<file path="src/rtl/alu_sequencer.sv">
// Program-driven initiator for the accumulator ALU: fetches one word per clock from a small
// program memory, captures ALU results after OUT instructions. Optional abort input via ALU_SEQ_ABORT_EN.
module alu_sequencer #(
    parameter int DATA_WIDTH = 8,
    parameter int PROG_DEPTH = 16,
    localparam int AW = $clog2(PROG_DEPTH)
) (
    input  logic                  clk,
    input  logic                  a_reset_n,
    input  logic                  prog_we,
    input  logic [AW-1:0]         prog_addr,
    input  logic [DATA_WIDTH+3:0] prog_wdata,
    input  logic                  start,
`ifdef ALU_SEQ_ABORT_EN
    input  logic                  abort,
`endif
    output logic                  busy,
    output logic                  done,
    output logic [3:0]            alu_opcode,
    output logic [DATA_WIDTH-1:0] alu_data_in,
    input  logic [DATA_WIDTH-1:0] alu_data_out,
    output logic [DATA_WIDTH-1:0] result,
    output logic                  result_valid
);

    typedef enum logic [1:0] {
        ST_IDLE  = 2'd0,
        ST_RUN   = 2'd1,
        ST_DRAIN = 2'd2
    } state_t;

    localparam logic [AW-1:0] LAST_PC = AW'(PROG_DEPTH - 1);
    localparam logic [3:0]    OP_NOP  = 4'h0;
    localparam logic [3:0]    OP_OUT  = 4'h9;
    localparam logic [3:0]    OP_HALT = 4'hF;

    state_t                state_r;
    logic [AW-1:0]         pc_r;
    logic [1:0]            drain_cnt_r;
    logic                  cap1_r;
    logic                  cap2_r;
    logic [DATA_WIDTH+3:0] mem_r [PROG_DEPTH];

    logic [DATA_WIDTH+3:0] fetch_word_s;
    logic [3:0]            fetch_op_s;
    logic [DATA_WIDTH-1:0] fetch_operand_s;
    logic                  abort_s;

    assign fetch_word_s    = mem_r[pc_r];
    assign fetch_op_s      = fetch_word_s[DATA_WIDTH+3:DATA_WIDTH];
    assign fetch_operand_s = fetch_word_s[DATA_WIDTH-1:0];

`ifdef ALU_SEQ_ABORT_EN
    assign abort_s = abort;
`else
    assign abort_s = 1'b0;
`endif

    // Program memory: not reset so the program survives a_reset_n; writable only while idle.
    always_ff @(posedge clk) begin
        if (prog_we && (state_r == ST_IDLE)) begin
            mem_r[prog_addr] <= prog_wdata;
        end
    end

    // Sequencer FSM, ALU drive registers and the two-stage OUT capture pipeline.
    always_ff @(posedge clk or negedge a_reset_n) begin
        if (!a_reset_n) begin
            state_r      <= ST_IDLE;
            pc_r         <= '0;
            drain_cnt_r  <= 2'd0;
            cap1_r       <= 1'b0;
            cap2_r       <= 1'b0;
            busy         <= 1'b0;
            done         <= 1'b0;
            alu_opcode   <= OP_NOP;
            alu_data_in  <= '0;
            result       <= '0;
            result_valid <= 1'b0;
        end else begin
            done         <= 1'b0;
            cap1_r       <= 1'b0;
            cap2_r       <= cap1_r;
            result_valid <= cap2_r;
            if (cap2_r) begin
                result <= alu_data_out;
            end else begin
                result <= result;
            end

            case (state_r)
                ST_IDLE: begin
                    alu_opcode  <= OP_NOP;
                    alu_data_in <= '0;
                    drain_cnt_r <= 2'd0;
                    if (start) begin
                        state_r <= ST_RUN;
                        pc_r    <= '0;
                        busy    <= 1'b1;
                    end else begin
                        busy    <= 1'b0;
                    end
                end
                ST_RUN: begin
                    busy        <= 1'b1;
                    drain_cnt_r <= 2'd0;
                    if (abort_s || (fetch_op_s == OP_HALT)) begin
                        // HALT is never issued; the ALU sees a no-op instead.
                        alu_opcode  <= OP_NOP;
                        alu_data_in <= '0;
                        state_r     <= ST_DRAIN;
                    end else begin
                        alu_opcode  <= fetch_op_s;
                        alu_data_in <= fetch_operand_s;
                        cap1_r      <= (fetch_op_s == OP_OUT);
                        if (pc_r == LAST_PC) begin
                            state_r <= ST_DRAIN;
                        end else begin
                            pc_r    <= pc_r + {{(AW-1){1'b0}}, 1'b1};
                        end
                    end
                end
                ST_DRAIN: begin
                    // Long enough for an OUT issued on the last fetch to reach result.
                    alu_opcode  <= OP_NOP;
                    alu_data_in <= '0;
                    if (drain_cnt_r == 2'd2) begin
                        state_r <= ST_IDLE;
                        busy    <= 1'b0;
                        done    <= 1'b1;
                    end else begin
                        drain_cnt_r <= drain_cnt_r + 2'd1;
                        busy        <= 1'b1;
                    end
                end
                default: begin
                    state_r     <= ST_IDLE;
                    busy        <= 1'b0;
                    alu_opcode  <= OP_NOP;
                    alu_data_in <= '0;
                    drain_cnt_r <= 2'd0;
                end
            endcase
        end
    end

endmodule

</file>
<file path="config.mk">
export PLATFORM = sky130hd
export DESIGN_NAME = alu_sequencer
export DESIGN_NICKNAME = d
export VERILOG_FILES = /design/src/rtl/alu_sequencer.sv
export SDC_FILE = /design/constraint.sdc
export NUM_CORES = 1
export LEC_CHECK = 0
export ABC_AREA = 1
export BUFFER_PORTS_ARGS = -buffer_cell sky130_fd_sc_hd__buf_4
export CAP_MARGIN = 30
export CORE_MARGIN = 1.5
export CORE_UTILIZATION = 35
export DETAILED_ROUTE_END_ITERATION = 8
export GPL_TIMING_DRIVEN = 0
export PLACE_DENSITY = 0.52
export SYNTH_ARGS = -nofsm -noshare
export SYNTH_HDL_FRONTEND = slang
export SYNTH_SLANG_ARGS = --single-unit
export TNS_END_PERCENT = 20
</file>
<file path="constraint.sdc">
create_clock -name clk -period 5.5 [get_ports clk]
set_input_delay 0.275 -clock clk [delete_from_list [all_inputs] [get_ports clk]]
set_output_delay 0.275 -clock clk [all_outputs]
set_load 0.005 [all_outputs]
</file>
# [After elaboration in Yosys (flattened, before gate mapping)]
# Memories as Yosys holds them, arrays and structs flattened.
# Index checks and enable logic that the tools add are counted.
# Widths: inputs -> output; s select.
[word_totals] latchBits=0 output_inout_bits=23 reg_bits=33 memories=1 inputBits=28 romBits=0 ram_bits=192 word_cells=55
[mem_list] name="mem_r" depth=16 width=12 read_ports=1 rd_ports_with_merged_regs=0 wr=1 line="42" text="logic [DATA_WIDTH+3:0] mem_r [PROG_DEPTH];"
[op_classes] n_addsub=2 magnitude_cmp=0 shift=0 multipliers=0 eq_ne=12 muxes=24 n_div=0 n_bitwise=0 n_reduce_logical=5
[ops] op="$mux 4" count=5
[ops] op="$mux 8" count=2
[ops] op="$eq 4x4->1 const B" count=3
[ops] op="$mux 2" count=6
[ops] op="$ne 2x2->1 const B" count=5
[ops] op="$mux 1" count=8
[ops] op="$pmux 4 s2" count=1
[ops] op="$pmux 2 s3" count=1
[ops] op="$add 4x1->4 const B" count=1
[ops] op="$eq 2x2->1 const B" count=2
[ops] op="$reduce_and 4->1" count=1
[ops] op="$ne 3x3->1 const B" count=1
[ops] op="$pmux 1 s3" count=1
[ops] op="$reduce_and 3->1" count=1
[ops] op="$add 2x1->2 const B" count=1
[ops] op="$eq 2x1->1 const B" count=1
[ops] op="$logic_not 2->1" count=1
[ops] op="$reduce_bool 2->1" count=1
[ops] op="$logic_and 1x1->1" count=1

# [Logic depth before layout (Yosys ltp)]
# Gate-level depths: netlist of the first run.
[depth] ltp_word=4 ltp_mapped=14 depth_no_buf=12

# [Worst setup path after synthesis of the first run]
# Ideal clock, no wire load.
[synth_path] kind="register -> register" startpoint="register state_r[0]" endpoint="memory mem_r[0][0] in the netlist's numbering, enable pin" path_buffers=0 arrival_time_ps=1478 path_slack_ps=3641 synth_period_minus_slack_ps=1859 path_stages_with_launch=4 required_time_ps=5120 setup_time_ps=380 path_cell_list="dfrtp_1 nor3b_1 nand3_1 nor2_1"
[synth_between] elab_chain_cells=4
[synth_lines] element="from (decl)" line="37" text="state_t state_r;"
[synth_lines] element="from (signal assigned)" line="69" text="state_r <= ST_IDLE;"
[synth_lines] element="from (signal assigned)" line="97" text="state_r <= ST_RUN;"
[synth_lines] element="from (signal assigned)" line="111" text="state_r <= ST_DRAIN;"
[synth_lines] element="$logic_not 2->1" line="61" text="if (prog_we && (state_r == ST_IDLE)) begin"
[synth_lines] element="$logic_and 1x1->1" line="61"
[synth_lines] element="$mux 1" line="61"
[synth_lines] element="$mux 1 (not written as such)" line="62" text="mem_r[prog_addr] <= prog_wdata;"
[synth_lines] element="to (decl)" line="42"
# No other way between the ends.

# [Worst setup path in the final report of the first run]
[layout_path] startpoint="register state_r[0]" endpoint="memory mem_r[4][6] in the netlist's numbering, enable pin"
# Same word-level chain as after synthesis.

==> impl_metrics.json, run 1 <==
{
  "status": "complete, no violations",
  "cts.clk_slew.worst_paths_ps": 60,
  "post-route-period-util_pct": 46.4,
  "antenna_found_initial": 0,
  "slew_viol_final": 0,
  "track_usage_pct": 17.2,
  "synth.largest_area_cell": "edfxtp_1",
  "clkLatencyLatePin_ps": 510,
  "drive_gt1_share_pct": 16.9,
  "async_flop_share_pct": 14.7,
  "grt_pass1_wl_um": 34000,
  "crit_arrival_ps": 2680,
  "slew_headroom_pct": 41.3,
  "fp.dieArea_sq_um": 26800,
  "drc": 0,
  "synth_edf_count": 192,
  "row_count": 58,
  "synth_top_area_share_pct": 63.7,
  "start_kind": "flop",
  "setup_viol": 0,
  "crit_path_top_delay_cell": "nor2_2",
  "ys_seq_area_share_pct": 72.8,
  "synth_area_sq_um": 9050,
  "period_needed_ps": 2550,
  "cts_tree": "yes",
  "areaGrowthSynthToFinish_pct": 19.0,
  "boundaryPins": 51,
  "grt_pass1_vias": 5502,
  "cp.required_ps": 5630,
  "cts-buffers-inserted": 24,
  "r2r-end": "mem_r[4][6]",
  "fin_ws_ps": 2950,
  "min_from": "prog_wdata[0]",
  "yosys_warnings": 0,
  "worstMarginPinSlew_ps": 880,
  "grt_max_degree": 34,
  "final_common_cell": "nand2_1",
  "criticalPathCategory": "flop to flop",
  "clock_sinks": 225,
  "utilization_pct": 42.7,
  "finalSetupTns_ps": 0,
  "root_buffer": "clkbuf_16",
  "die_h_um": 164,
  "final_cell_mix": "nand2_1, edfxtp_1, buf_4",
  "path_cells": "nor3b_1 > nand3_1 > nor2_2",
  "die_w_um": 164,
  "min_to": "mem_r[9][0]",
  "r2r_cells": 3,
  "max_freq_ghz": 0.392,
  "synth_cells": 741,
  "finalNetCount": 871,
  "cpPeakStageDelay_ps": 760,
  "hold_viol": 0,
  "endpoint_kind": "flop",
  "ant_nets": 0,
  "hold_path.class": "input pin to flop",
  "synthesis.nets": 771,
  "via_per_inst": 4.87,
  "peakVddDrop_mv": 0.271,
  "powerDensity_nw_per_um2": 477,
  "syn_avg_cell_area_sq_um": 12.2,
  "drt_wl_total_um": 22500,
  "vias": 5782,
  "yosys_register_bits": 225,
  "cts_buffer_depth": 3,
  "post_drt_wl_per_cell_um": 19.0,
  "start_util_pct": 35.9,
  "place_inst": 1136,
  "drt_first_pass_iters": 5,
  "drt_iter0_drc": 643,
  "detailedPlacementHpwl_um": 15000,
  "rsz0062_at_grt": "no",
  "design.core.area_sq_um": 25300,
  "cap_violations": 0,
  "gp_congestion": 0.788,
  "io_buffer_count": 50,
  "dp_slack_ps": 2970,
  "hold_slack_ps": 74.5,
  "ys.flop_type": "edfxtp_1",
  "synthTopCellsByArea": "edfxtp_1, dfrtp_1, nand2_1",
  "overflow": 0,
  "reg2reg_slack_ps": 2950,
  "h-tree-depth": 1,
  "synth.distinct_cells": 35,
  "hold_path_depth": 1,
  "diodes": 0,
  "crit_fanout": 12,
  "clock_skew_ps": 11.9,
  "final_cells": 1187,
  "power_leakage_uw": 0.00410,
  "rr_startpoint": "state_r[0]"
}
==> power breakdown <==
group	leakage [uW]	switching, uW	internal [uW]	total (uW)
Clock	0.000341	621	829	1450
Sequential	0.00215	43.5	1980	2030
Combinational	0.00161	1080	590	1670
Total	0.00410	1740	3400	5140
==> timing repair <==
action | in CTS | in global routing
resized for setup | 0 | 0
endpoints found under the setup margin | 0 | 0
hold endpoints to repair | 41 | 0
setup buffers | 0 | 0
hold buffers | 9 | 0
==> sequential cells by signal, summed over array words and instances (netlist names) <==
name / flops
alu_data_in: 8
alu_opcode: 4
busy: 1
cap1_r: 1
cap2_r: 1
done: 1
drain_cnt_r: 2
mem_r: 192
pc_r: 4
result: 8
result_valid: 1
state_r: 2
==> how the worst max path moves through the flow <==
stage	slack, ps	end	startpoint	depth (start not counted)
global route	2790	mem_r[4][0]	state_r[0]	3
detailed placement	2970	mem_r[4][6]	state_r[0]	3
floorplan	3640	mem_r[0][0]	state_r[0]	3
global placement	2480	mem_r[14][6]	state_r[0]	3
CTS	2960	mem_r[4][9]	state_r[0]	3
finish	2950	mem_r[4][6]	state_r[0]	3
==> critical path, delay by kind of cell (launching register included) <==
kind          cells  cell delay (ps)
flops             1              410
simple gates      3             1760
==> metrics by stage <==
step                      instance area, sq um  power [uW]
after floorplan                           9050        3100
after global placement                    9840        3720
after detailed placement                  9990        3730
after CTS                                10800        5180
after global routing                     10800        5450
final                                    10800        5140
==> cell usage after synthesis, types with 3 or more instances <==
master	number
nand3_1	58
buf_4	7
inv_2	4
dfrtp_1	33
nand2_1	216
nand2_2	3
mux2_2	8
buf_2	15
inv_1	25
edfxtp_1	192
o22ai_1	3
a32o_1	11
o211ai_1	9
clkbuf_1	8
nor2_1	64
a22oi_1	6
o21ai_0	7
buf_1	4
buf_6	6
a21oi_1	41
o21ai_1	5
==> cells by family (layout without fill, tap and decap cells) <==
| kind of cell | Yosys count | in the layout | synth area share, % |
|---|---|---|---|
| compound gates | 91 | 91 | 6.55 |
| fa+ha+maj | 2 | 2 | 0.276 |
| buf+inv | 70 | 186 | 4.02 |
| flops | 225 | 225 | 72.8 |
| mux | 8 | 8 | 0.995 |
| simple gates | 345 | 345 | 15.4 |
==> area by class of cell <==
cell class | count | area (sq um)
well taps | 330 | 413
repair buffers | 74 | 604
clock buffers | 34 | 659
clock inverters | 8 | 35.0
inverters | 29 | 109
flip-flops and latches | 225 | 6590
plain buffers | 41 | 255
multi-input cells | 446 | 2110
fillers | 2350 | 14500
==> metal layers <==
| metal | share of wire (%) | vias to the layer above | track usage (%) |
|---|---|---|---|
| met1 | 46 | 2790 | 25.0 |
| met5 | 0 | - | 0 |
| met2 | 46 | 173 | 27.5 |
| met3 | 6.3 | 24 | 2.35 |
| met4 | 1.3 | 0 | 3.60 |
| li1 | - | 2795 | - |
Note: power is estimated with default switching activity, not from simulation.
==> run 2: changes to the inputs <==
- clock period: 5.5 -> 2.5 ns (I/O delays scaled with it)
==> impl_metrics.json, run 2 (synthesized netlist as in run 1, its figures left out) <==
{
  "endpoint_kind": "flop",
  "row_count": 58,
  "detailedPlacementHpwl_um": 15000,
  "drt_first_pass_iters": 7,
  "die_w_um": 164,
  "gp_congestion": 0.788,
  "die_h_um": 164,
  "peakVddDrop_mv": 0.594,
  "power_uw": 11300,
  "drt_iter0_drc": 590,
  "r2r-end": "alu_data_in[4]",
  "cpPeakStageDelay_ps": 560,
  "critical-path-top-delay-family": "buffers and inverters",
  "cts_tree": "yes",
  "hold_viol": 0,
  "final_cells": 1200,
  "powerDensity_nw_per_um2": 1040,
  "rsz0062_at_grt": "no",
  "place_inst": 1136,
  "rr_startpoint": "pc_r[0]",
  "clkLatencyLatePin_ps": 510,
  "areaGrowthSynthToFinish_pct": 20.5,
  "sequentialPowerShare_pct": 39.4,
  "setup_viol": 0,
  "ant_nets": 0,
  "drc": 0,
  "crit_fanout": 10,
  "power_switching_uw": 3830,
  "boundaryPins": 51,
  "registers.top_by_ff_count": "mem_r",
  "cp.required_ps": 2930,
  "track_usage_pct": 17.2,
  "vias": 5834,
  "cts_buffer_depth": 3,
  "slew_headroom_pct": 55.5,
  "post_cts_buffers": 0,
  "top_regs": "mem_r (192), alu_data_in (8), result (8)",
  "finalNetCount": 884,
  "design.core.area_sq_um": 25300,
  "post-route-period-util_pct": 93.9,
  "largest_register_ffs": 192,
  "grt_pass1_wl_um": 34100,
  "cts.clk_slew.worst_paths_ps": 60,
  "p_clk_share_pct": 28.1,
  "start_kind": "flop",
  "h-tree-depth": 1,
  "p_int_uw": 7500,
  "drt_wl_total_um": 22500,
  "overflow": 0,
  "crit_arrival_ps": 2780,
  "grt_pass1_vias": 5541,
  "hold_path.class": "input pin to asynchronous set/reset pin",
  "post_drt_wl_per_cell_um": 18.8,
  "via_per_inst": 4.86,
  "clock_skew_ps": 11.3,
  "diodes": 0,
  "final_cell_mix": "nand2_1, edfxtp_1, buf_4",
  "power_leakage_uw": 0.00415,
  "fp.dieArea_sq_um": 26800,
  "period_needed_ps": 2350,
  "path_cells": "buf_4 > buf_2 > buf_1 > a21oi_1 > a22oi_1 > nand2_1 > o311ai_0 > nand2_1 > nor2_1",
  "criticalPathCategory": "flop to flop",
  "grt_max_degree": 34,
  "slew_viol_final": 0,
  "cts-buffers-inserted": 24,
  "root_buffer": "clkbuf_16",
  "worstMarginPinSlew_ps": 667,
  "drive_gt1_share_pct": 16.8,
  "antenna_found_initial": 0,
  "io_buffer_count": 50,
  "r2r_cells": 9,
  "clock_sinks": 225,
  "comb_power_share_pct": 32.5,
  "start_util_pct": 35.9,
  "status": "complete, no violations",
  "max_freq_ghz": 0.426,
  "reg2reg_slack_ps": 150,
  "startpoint": "pc_r[0]",
  "cap_violations": 0,
  "final_common_cell": "nand2_1",
  "crit_path_frequent_cell": "nand2_1",
  "swShare_pct": 33.8,
  "crit_buf_inv": 3,
  "crit_path_top_delay_cell": "buf_1"
}
## run 2: cell types whose count changed in the layout (fill, tap and decap cells not counted), sizes merged
| cell | previous run | this run |
|---|---|---|
| dlygate4sd3 | 9 | 22 |
## run 2: routing by layer
metal | vias up | GRT usage [%] | routed length [um]
met1 | 2798 | 25.2 | 10300
met2 | 201 | 27.5 | 10400
met3 | 21 | 2.25 | 1510
met5 | - | 0 | 0
met4 | 0 | 3.60 | 282
li1 | 2814 | - | -
## run 2: timing repair
action                                  CTS  global route
hold buffers                             22             0
endpoints found under the setup margin   12           101
hold endpoints to repair                234             0
resized for setup                         1             1
## run 2: stage by stage
| step | hold slack (ps) | setup slack (ps) | setup TNS (ps) | util [%] | area (sq um) |
|---|---|---|---|---|---|
| after floorplan | -171 | 641 | 0 | - | 9050 |
| after global placement | 112 | -525 | -63450 | 39.0 | 9840 |
| after detailed placement | 105 | -32.8 | -370 | 39.6 | 9990 |
| after CTS | 116 | 2.54 | 0 | 43.2 | 10900 |
| after global routing | 136 | 60.0 | 0 | 43.2 | 10900 |
| final | 103 | 153 | 0 | 43.2 | 10900 |
## run 2: worst reg2reg max path, cell delays in order (launching register included)
cell	delay (ps)
dfrtp_1	350
buf_4	160
buf_2	310
buf_1	560
a21oi_1	140
a22oi_1	260
nand2_1	80
o311ai_0	160
nand2_1	140
nor2_1	120
## run 2: layout make-up
| type | instances | area [sq um] |
|---|---|---|
| fillers | 2342 | 14300 |
| flip-flops and latches | 225 | 6590 |
| multi-input cells | 446 | 2120 |
| repair buffers | 87 | 734 |
| clock buffers | 34 | 659 |
| well taps | 330 | 413 |
| plain buffers | 41 | 255 |
| inverters | 29 | 109 |
| clock inverters | 8 | 35.0 |
## run 2: how the worst max path moves through the flow
| stage | endpoint | cells past startpoint |
|---|---|---|
| global placement | mem_r[14][6] | 3 |
| finish | alu_data_in[4] | 9 |
| detailed placement | mem_r[4][6] | 3 |
| floorplan | mem_r[0][0] | 3 |
| global route | alu_data_in[4] | 9 |
| CTS | mem_r[12][7] | 4 |
## run 2: power by group through the flow
stage               combinational (uW)  clock, uW  sequential, uW
global route                      4110       3410            4490
CTS                               3710       3250            4460
floorplan                         2270          0            4540
global placement                  3650          0            4530
finish                            3680       3190            4460
detailed placement                3660          0            4530
==> run 3: changes to the inputs <==
- CORE_ASPECT_RATIO: not set -> 1.1
==> impl_metrics.json, run 3 (synthesized netlist as in run 1, its figures left out) <==
{
  "largest_register_ffs": 192,
  "final_cell_mix": "nand2_1, edfxtp_1, nor2_1",
  "clock_skew_ps": 14.0,
  "power_leakage_uw": 0.00419,
  "worstMarginPinSlew_ps": 917,
  "slew_viol_final": 0,
  "track_usage_pct": 17.3,
  "met3_wirelength_um": 1220,
  "cp.required_ps": 2930,
  "ant_nets": 0,
  "antenna_found_initial": 0,
  "clkLatencyLatePin_ps": 520,
  "post_cts_buffers": 0,
  "crit_arrival_ps": 2610,
  "finalNetCount": 883,
  "wl_met2_um": 10700,
  "final_common_cell": "nand2_1",
  "wl_met1_um": 10200,
  "hold_path.class": "input pin to asynchronous set/reset pin",
  "rsz0062_at_grt": "no",
  "design.core.area_sq_um": 25300,
  "areaGrowthSynthToFinish_pct": 21.7,
  "crit_path_top_delay_cell": "buf_1",
  "max_freq_ghz": 0.459,
  "crit_path_frequent_cell": "nand2_1",
  "crit_buf_inv": 3,
  "via_per_inst": 4.85,
  "overflow": 0,
  "cpPeakStageDelay_ps": 530,
  "boundaryPins": 51,
  "registers.top_by_ff_count": "mem_r",
  "crit_fanout": 10,
  "die_w_um": 156,
  "grt_max_degree": 34,
  "final_cells": 1215,
  "power_uw": 11600,
  "critical-path-top-delay-family": "buffers and inverters",
  "die_h_um": 172,
  "fin_ws_ps": 319,
  "top_regs": "mem_r (192), alu_data_in (8), result (8)",
  "grt_pass1_vias": 5670,
  "powerDensity_nw_per_um2": 1050,
  "period_needed_ps": 2180,
  "drive_gt1_share_pct": 17.3,
  "drt_wl_total_um": 22700,
  "path_cells": "buf_4 > buf_2 > buf_1 > nand2_1 > a221o_1 > nand3_1 > nand2_1 > nor2_1",
  "drt_first_pass_iters": 5,
  "grt_pass1_wl_um": 34100,
  "place_inst": 1152,
  "dp_slack_ps": -107,
  "cts_buffer_depth": 3,
  "cts-buffers-inserted": 23,
  "drt_iter0_drc": 411,
  "top_layer": "met4",
  "io_buffer_count": 50,
  "cts_tree": "yes",
  "hold_slack_ps": 110,
  "cts.clk_slew.worst_paths_ps": 60,
  "fp.dieArea_sq_um": 26800,
  "drc": 0,
  "post-route-period-util_pct": 87.2,
  "row_count": 61,
  "clock_sinks": 225,
  "endpoint_kind": "flop",
  "post_drt_wl_per_cell_um": 18.7,
  "diodes": 0,
  "start_kind": "flop",
  "start_util_pct": 35.7,
  "peakVddDrop_mv": 0.368,
  "h-tree-depth": 1,
  "setup_viol": 0,
  "detailedPlacementHpwl_um": 15100,
  "cap_violations": 0,
  "status": "complete, no violations",
  "hold_viol": 0,
  "slew_headroom_pct": 38.8,
  "gp_congestion": 0.774,
  "vias": 5898,
  "criticalPathCategory": "flop to flop",
  "root_buffer": "clkbuf_16"
}
run 3: area by class of cell:
| class | instances | area, sq um |
|---|---|---|
| plain buffers | 41 | 255 |
| multi-input cells | 446 | 2110 |
| well taps | 346 | 433 |
| fillers | 2405 | 14300 |
| flip-flops and latches | 225 | 6590 |
| repair buffers | 87 | 761 |
| inverters | 29 | 109 |
| clock inverters | 15 | 173 |
| clock buffers | 26 | 587 |
run 3: timing repair:
item	in CTS	in global routing
hold buffers	22	0
endpoints found under the hold margin	234	0
endpoints found under the setup margin	5	97
resized for setup	1	2
run 3: power by group:
group | internal (uW) | leakage [uW] | switching [uW]
Combinational | 1310 | 0.00167 | 2340
Clock | 2090 | 0.000375 | 1400
Sequential | 4360 | 0.00215 | 98.2
Total | 7770 | 0.00419 | 3840
run 3: worst paths after layout:
path | depth (start not counted) | from | end | slack (ps)
setup reg to reg | 8 | pc_r[0] | alu_data_in[1] | 320
min in group clk | 3 | prog_addr[3] | mem_r[11][10] | 190
max in group asynchronous | 2 | a_reset_n | pc_r[3] | 2070
hold reg to reg | 0 | cap1_r | cap2_r | 350
setup / recovery | 8 | pc_r[0] | alu_data_in[1] | 320
hold / removal | 2 | a_reset_n | alu_data_in[3] | 110
run 3: layer usage:
metal	vias to the layer above	track usage, %
li1	2816	-
met1	2868	23.5
met2	174	28.7
met3	40	2.32
met4	0	5.76
met5	-	0
run 3: metrics by stage:
stage / setup TNS [ps] / instance area [sq um] / util, %
after global routing: 0 / 11000 / 43.5
after floorplan: 0 / 9050 / -
final: 0 / 11000 / 43.5
after detailed placement: -532 / 10000 / 39.6
after global placement: -45000 / 9860 / 38.9
after CTS: 0 / 11000 / 43.5
